==> src/rtl/gigatron_input_arbiter.sv <==
// gigatron_input_arbiter
//   Emulates a Famicom shift-register pad for the Gigatron and decides, one
//   latch frame at a time, whether the MiSTer joystick byte or a keyboard
//   ASCII byte is presented. A keystroke owns the port for KEY_HOLD_FRAMES
//   frames, followed by KEY_GAP_FRAMES frames of released (0xFF).
//
//   Build option: define INPUT_ARB_KEY_FIFO_EN to replace the single
//   keystroke holding register with a 4-entry FIFO.

module gigatron_input_arbiter #(
    parameter int KEY_HOLD_FRAMES = 3,  // 1..15
    parameter int KEY_GAP_FRAMES  = 1   // 1..15
) (
    input  logic       clk_sys,
    input  logic       reset_n,
    input  logic [7:0] joy_buttons,
    input  logic       key_valid,
    input  logic [7:0] key_code,
    output logic       key_ready,
    input  logic       famicom_latch,
    input  logic       famicom_pulse,
    output logic       famicom_data,
    output logic       key_active
);

    typedef enum logic [1:0] {
        ST_JOY = 2'd0,
        ST_KEY = 2'd1,
        ST_GAP = 2'd2
    } state_t;

    localparam logic [3:0] HOLD_RELOAD = 4'(KEY_HOLD_FRAMES - 1);
    localparam logic [3:0] GAP_RELOAD  = 4'(KEY_GAP_FRAMES - 1);

    // ------------------------------------------------------------------
    // Pin synchronizers and rising-edge detectors
    // ------------------------------------------------------------------
    logic latch_meta, latch_sync, latch_prev;
    logic pulse_meta, pulse_sync, pulse_prev;
    logic latch_rise, pulse_rise;

    // Two-stage synchronizers plus one history stage for edge detection.
    // NOTE: every clocked block uses non-blocking assignments so all registers
    // update from the same pre-edge values, whatever the statement order.
    always_ff @(posedge clk_sys) begin
        if (!reset_n) begin
            latch_meta <= 1'b0;
            latch_sync <= 1'b0;
            latch_prev <= 1'b0;
            pulse_meta <= 1'b0;
            pulse_sync <= 1'b0;
            pulse_prev <= 1'b0;
        end else begin
            latch_meta <= famicom_latch;
            latch_sync <= latch_meta;
            latch_prev <= latch_sync;
            pulse_meta <= famicom_pulse;
            pulse_sync <= pulse_meta;
            pulse_prev <= pulse_sync;
        end
    end

    assign latch_rise = latch_sync & ~latch_prev;
    assign pulse_rise = pulse_sync & ~pulse_prev;

    // ------------------------------------------------------------------
    // Keystroke storage
    // ------------------------------------------------------------------
    state_t     state;
    logic [3:0] frame_cnt;
    logic [7:0] sr;
    logic [7:0] key_byte;

    logic       key_accept;
    logic       key_consume;
    logic       key_pending;
    logic [7:0] key_head;

    assign key_accept = key_valid & key_ready;

    // A pending key is taken on the frame tick that enters KEY, either from
    // idle or at the end of a gap.
    assign key_consume = latch_rise & key_pending &
                         ((state == ST_JOY) ||
                          ((state == ST_GAP) && (frame_cnt == 4'd0)));

`ifdef INPUT_ARB_KEY_FIFO_EN
    logic [7:0] fifo_mem [4];
    logic [1:0] wr_ptr;
    logic [1:0] rd_ptr;
    logic [2:0] fifo_count;

    assign key_pending = (fifo_count != 3'd0);
    assign key_head    = fifo_mem[rd_ptr];
    assign key_ready   = (fifo_count != 3'd4);

    // FIFO data array.
    // NOTE: storage is not reset; validity is tracked entirely by the pointers
    // and count, which keeps the array a plain RAM.
    always_ff @(posedge clk_sys) begin
        if (key_accept) begin
            fifo_mem[wr_ptr] <= key_code;
        end
    end

    // FIFO pointers and occupancy; a simultaneous push and pop keeps the count.
    always_ff @(posedge clk_sys) begin
        if (!reset_n) begin
            wr_ptr     <= 2'd0;
            rd_ptr     <= 2'd0;
            fifo_count <= 3'd0;
        end else begin
            if (key_accept)  wr_ptr <= wr_ptr + 2'd1;
            if (key_consume) rd_ptr <= rd_ptr + 2'd1;
            case ({key_accept, key_consume})
                2'b10:   fifo_count <= fifo_count + 3'd1;
                2'b01:   fifo_count <= fifo_count - 3'd1;
                default: fifo_count <= fifo_count;
            endcase
        end
    end
`else
    logic [7:0] hold_byte;
    logic       hold_full;

    assign key_pending = hold_full;
    assign key_head    = hold_byte;
    assign key_ready   = ~hold_full;

    // Single holding register; freed as soon as its byte moves into key_byte,
    // so the next key can be taken during KEY/GAP. Accept and consume are
    // mutually exclusive because accept needs it empty and consume needs it full.
    always_ff @(posedge clk_sys) begin
        if (!reset_n) begin
            hold_byte <= 8'h00;
            hold_full <= 1'b0;
        end else if (key_accept) begin
            hold_byte <= key_code;
            hold_full <= 1'b1;
        end else if (key_consume) begin
            hold_full <= 1'b0;
        end
    end
`endif

    // ------------------------------------------------------------------
    // Frame scheduler and shift register
    // ------------------------------------------------------------------
    // Frame FSM advances only on latch ticks; the same tick loads the byte of
    // the state being entered. Pulses shift only while latch is low, and a
    // latch tick takes precedence over a coincident pulse.
    always_ff @(posedge clk_sys) begin
        if (!reset_n) begin
            state     <= ST_JOY;
            frame_cnt <= 4'd0;
            sr        <= 8'hFF;
            key_byte  <= 8'h00;
        end else if (latch_rise) begin
            case (state)
                ST_JOY: begin
                    if (key_pending) begin
                        state     <= ST_KEY;
                        frame_cnt <= HOLD_RELOAD;
                        key_byte  <= key_head;
                        sr        <= key_head;
                    end else begin
                        sr <= ~joy_buttons;
                    end
                end
                ST_KEY: begin
                    if (frame_cnt == 4'd0) begin
                        state     <= ST_GAP;
                        frame_cnt <= GAP_RELOAD;
                        sr        <= 8'hFF;
                    end else begin
                        frame_cnt <= frame_cnt - 4'd1;
                        sr        <= key_byte;
                    end
                end
                ST_GAP: begin
                    if (frame_cnt != 4'd0) begin
                        frame_cnt <= frame_cnt - 4'd1;
                        sr        <= 8'hFF;
                    end else if (key_pending) begin
                        state     <= ST_KEY;
                        frame_cnt <= HOLD_RELOAD;
                        key_byte  <= key_head;
                        sr        <= key_head;
                    end else begin
                        state <= ST_JOY;
                        sr    <= ~joy_buttons;
                    end
                end
                default: begin
                    state     <= ST_JOY;
                    frame_cnt <= 4'd0;
                    sr        <= 8'hFF;
                end
            endcase
        end else if (pulse_rise && !latch_sync) begin
            sr <= {sr[6:0], 1'b1};
        end
    end

    assign famicom_data = sr[7];
    assign key_active   = (state == ST_KEY);

endmodule

==> config.mk <==
export PLATFORM = sky130hd
export DESIGN_NAME = gigatron_input_arbiter
export DESIGN_NICKNAME = d
export VERILOG_FILES = /design/src/rtl/gigatron_input_arbiter.sv
export SDC_FILE = /design/constraint.sdc
export NUM_CORES = 1
export LEC_CHECK = 0
export BUFFER_PORTS_ARGS = -buffer_cell sky130_fd_sc_hd__clkbuf_2
export CAP_MARGIN = 20
export CORE_UTILIZATION = 45
export CTS_BUF_LIST = sky130_fd_sc_hd__clkbuf_8
export CTS_CLUSTER_SIZE = 20
export DETAILED_ROUTE_END_ITERATION = 7
export PLACE_DENSITY = 0.63
export REMOVE_ABC_BUFFERS = 1
export SLEW_MARGIN = 30
export SYNTH_ARGS = -nofsm -noshare
export SYNTH_HDL_FRONTEND = slang
export SYNTH_SLANG_ARGS = --single-unit
==> constraint.sdc <==
create_clock -name clk_sys -period 2.17 [get_ports clk_sys]
set_input_delay 0.3255 -clock clk_sys [delete_from_list [all_inputs] [get_ports clk_sys]]
set_output_delay 0.3255 -clock clk_sys [all_outputs]
set_load 0.005 [all_outputs]
* Word level (Yosys, flattened, before mapping)
Cells that the tools add are included.
Storage, ports and cells: register bits after elaboration 37, input bits 21, output and inout port bits 3, word-level logic and storage cells 59
Operators by class: add/sub/neg operators 1, equal/unequal tests 5, mux-type cells 20, bitwise logic cells 9, reduce and logical (&&, ||, !) cells 12
Operators by type and width (count):
- 8-bit two-way mux | 7
- 8-bit case mux with 3 select lines | 1
- 8-bit case mux with 2 select lines | 1
- 4-bit two-way mux | 3
- 4-bit case mux with 3 select lines | 1
- 8-bit NOT | 1
- 2-bit two-way mux | 3
- 2-bit case mux with 3 select lines | 1
- 2-bit nonzero test | 3
- 1-bit AND | 5
- 4-bit zero test | 1
- 2-bit != test (second input constant) | 2
- 4-bit AND reduction | 1
- 4-bit nonzero test | 1
- 4-bit by 1-bit subtractor with 4-bit output (second input constant) | 1
- 1-bit two-way mux | 3
- 1-bit NOT | 3
- 3-bit AND reduction | 1
- 2-bit by 1-bit == test with 1-bit output (second input constant) | 1
- 2-bit == test (second input constant) | 1
- 1-bit logical AND | 2
- 2-bit zero test | 1
- 2-bit by 1-bit != test with 1-bit output (second input constant) | 1
- 1-bit zero test | 1
- 1-bit logical OR | 1

* Depth between registers and ports, before layout
word-level depth 6, mapped depth 8

* Worst setup path after synthesis
Ideal clock, no wire load.
kind reg-to-reg, start point reg frame_cnt[0], end point reg key_byte[0], arrival time 1.819 ns, data required time 2.049 ns, path slack 0.229 ns, cell stages (with the launch flop) 8, period minus slack after synthesis 1.941 ns, cell sequence dfxtp_1 > inv_1 > ha_1 > or3b_1 > buf_2 > a2111oi_4 > buf_6 > o21ai_0
On the way: cells in the longest elaborated chain, start to end 3
RTL lines:
- from (decl) | RTL line 70 | logic [3:0] frame_cnt;
- from (signal assigned) | RTL line 176 | frame_cnt <= frame_cnt - 4'd1;
- from (signal assigned) | RTL line 182 | frame_cnt <= frame_cnt - 4'd1;
- 4-bit nonzero test | RTL line 181 | if (frame_cnt != 4'd0) begin
- 2-bit != test (no source line)
- 3-bit AND reduction (no source line)
- to (signal assigned) | RTL line 164 | key_byte <= key_head;
- to (signal assigned) | RTL line 187 | key_byte <= key_head;
- to (decl) | RTL line 72 | logic [7:0] key_byte;
No other way between the ends. A chain may end at the register's enable or synchronous reset.

* Worst setup path after layout
start point reg frame_cnt[0], end point reg key_byte[1]
The elaborated chain is that of the path after synthesis.

==> metrics <==
outcome completed; Max clock buf depth 2; post-synth cell types 38; die width 64.3 um; share of flip-flops with an asynchronous set or reset 0; drt drc 0; minimum clock period 2.01 ns; Post-Syn Instances 198; Fin Setup TNS 0 ns; initial antenna violation count 0; Core Region 3690 um2; Synth Area in XOR/XNOR 0.00501; simple-gate share of the synthesized area 0.199; Max Freq 0.497 GHz; DIE HEIGHT approximately 64 um; Final Cycle Share 0.927; wire per inst 13.6 um; number of I/O port buffers 23; row count 22; Final setup viols 0; routed vias/inst 5.50; clock slew at reported path FFs 0.08 ns; Worst-Skew Late Latency 0.29 ns; share of cells above drive strength 1 0.184; Ports 24; Final Core Density 0.536; Critical Path RT roughly 2.4 ns; clock root buffer clkbuf_8; Pwr Density 688 nW/um2; Hold Path Class primary input to flip-flop; area grow syn2layout 13.1%; R2R Path Start frame_cnt[0]; TritonCTS clock tree done; pin count of the biggest net entering global routing 45; DP HPWL between 2 and 2.5 mm; final slew viol count 0; syn avg cell area 8.83 um2; main combinational cell family by area after synthesis compound AO/OA/AOI/OAI gates; Detail Route Antenna Nets 0; top-count cell post-synth dfxtp_1; Critical Path End Type flip-flop; Post-synth EDFFs 0; Syn. warnings 0; Most used DFF post-synth dfxtp_1; compound-cell area share of the yosys netlist 0.211; CP max FO 18; Overflow after GRT 0; relative slew slack 0.498; Synth Cell Area around 1700 um2; Worst Tran Pin Value 0.753 ns; GR Util All Layers 0.202; Final Non-Filler Cells 265; hold_buf cts 0; Nets about 240; Synth Area in Adders 0.0143; post-synthesis mux area share 0.0858; placed cell count 257; Hold Fails Final Rpt 0; Yosys top cell area share 0.423; Worst Setup SP frame_cnt[0]; post-synthesis sequential area ratio 0.423; first-pass GRT wire length 6.38 mm; multi-input logic area approximately 900 um2; DR pass1 iterations 4; Starting Density 0.474; Post-CTS Resized 0; CP startpoint kind flip-flop; Max-Cap Viols 0; cell taking the most area after synthesis dfxtp_1; peak supply drop 413 uV; Yosys reg bits 37; vias 1458; H-tree depth 2; FILL cells 361; diode count 0; DRT iter0 DRCs 121; clk sinks 37; Die Area ~4100 um2; Storage cell area about 740 um2; vias in the first global route between 1000 and 1500; clk_skew 0.00354 ns; final wirelength 3.61 mm; # Post-CTS Setup Buffers 0; critical path class flip-flop to flip-flop; setup repair after global routing missed its margin no; Critical Path AT approximately 2.2 ns; most common library cells after synthesis dfxtp_1, nor2b_1, mux2i_1; Area contributors post-synth dfxtp_1, mux2i_1, nor2b_1, o221ai_1, o21ai_0; CTS Buf Count 5; Final Wtd Congestion 0.748; hold path start famicom_latch; Pleak 0.769 nW
[power breakdown]
group	internal (mW)	switching, mW	total (mW)
clock	0.228	0.266	0.494
sequential	0.704	0.0206	0.725
combinational	0.0668	0.0767	0.144
total	0.999	0.363	1.36
[routing by layer]
layer	up-vias	part of all wire	global-route usage
met4	0	0.018	0.122
met2	35	0.48	0.337
met3	6	0.041	0.0429
li1	734	-	-
met1	683	0.46	0.235
met5	-	0	0
[worst paths after layout]
check	depth (start not counted)	end	slack, ns
max	7	key_byte[1]	0.16
min	2	latch_meta	0.24
min reg2reg	1	latch_sync	0.44
max reg2reg	7	key_byte[1]	0.16
[placed cells by master (no fill, tap or decap), drive strengths merged]
cell and n:
nor2b 16, nor2 11, ha 2, buf 5, clkinv 1, a21o 1
and3 1, o21ai 14, o31ai 1, nand3 10, clkinvlp 1, a2111oi 1
mux2i 15, a31oi 1, nand2 11, nor3 3, clkbuf 28, or3 1
a32oi 3, o21a 1, o221ai 9, nand3b 1, nand2b 1, a21oi 10
or3b 1, inv 10, o211ai 7, o311ai 1, xor2 1, o22ai 2
nor3b 3, dfxtp 37, a41o 1, and2 6
[layout make-up]
class                           count  area share
Multi-Input combinational cell    135       0.455
Sequential cell                    37       0.374
Timing Repair Buffer               28      0.0772
Clock buffer                        5      0.0348
Tap cell                           48      0.0304
Inverter                            9      0.0171
Clock inverter                      3      0.0108
[worst max-delay path: stages, from the launching register on]
cell and delay (ns):
dfxtp_1 0.34, inv_1 0.08, ha_1 0.18, or3b_1 0.48
a2111oi_4 0.37, buf_4 0.27, nand3_1 0.09, o21ai_0 0.11
[metrics by stage]
step	instance area [um2]	power, mW	hold WS (ns)	worst slack [ns]
2_1_floorplan	1680	0.825	0.397	0.111
3_3_place_gp	1890	0.879	0.420	0.265
3_5_place_dp	1890	0.885	0.425	0.165
4_1_cts	1980	1.38	0.229	0.148
5_1_grt	1980	1.43	0.246	0.0359
6_report	1980	1.36	0.237	0.158
[registers in the layout (all words and copies together), names as in the netlist]
| signal | cells |
|---|---|
| latch_meta | 1 |
| hold_byte | 8 |
| state | 2 |
| key_byte | 8 |
| sr | 8 |
| pulse_meta | 1 |
| latch_sync | 1 |
| pulse_sync | 1 |
| pulse_prev | 1 |
| latch_prev | 1 |
| frame_cnt | 4 |
| hold_full | 1 |
[kinds of logic (layout without fill, tap and decap cells)]
logic type                 count (synthesis)  count (layout)
AOI/OAI and AO/OA                         52              52
buffers and inverters                     26              45
adders and majority gates                  2               2
xor gates and xnor gates                   1               1
muxes                                     15              15
and+or+nand+nor                           65              65
DFF                                       37              37
Note: power is estimated with default switching activity, not from simulation.
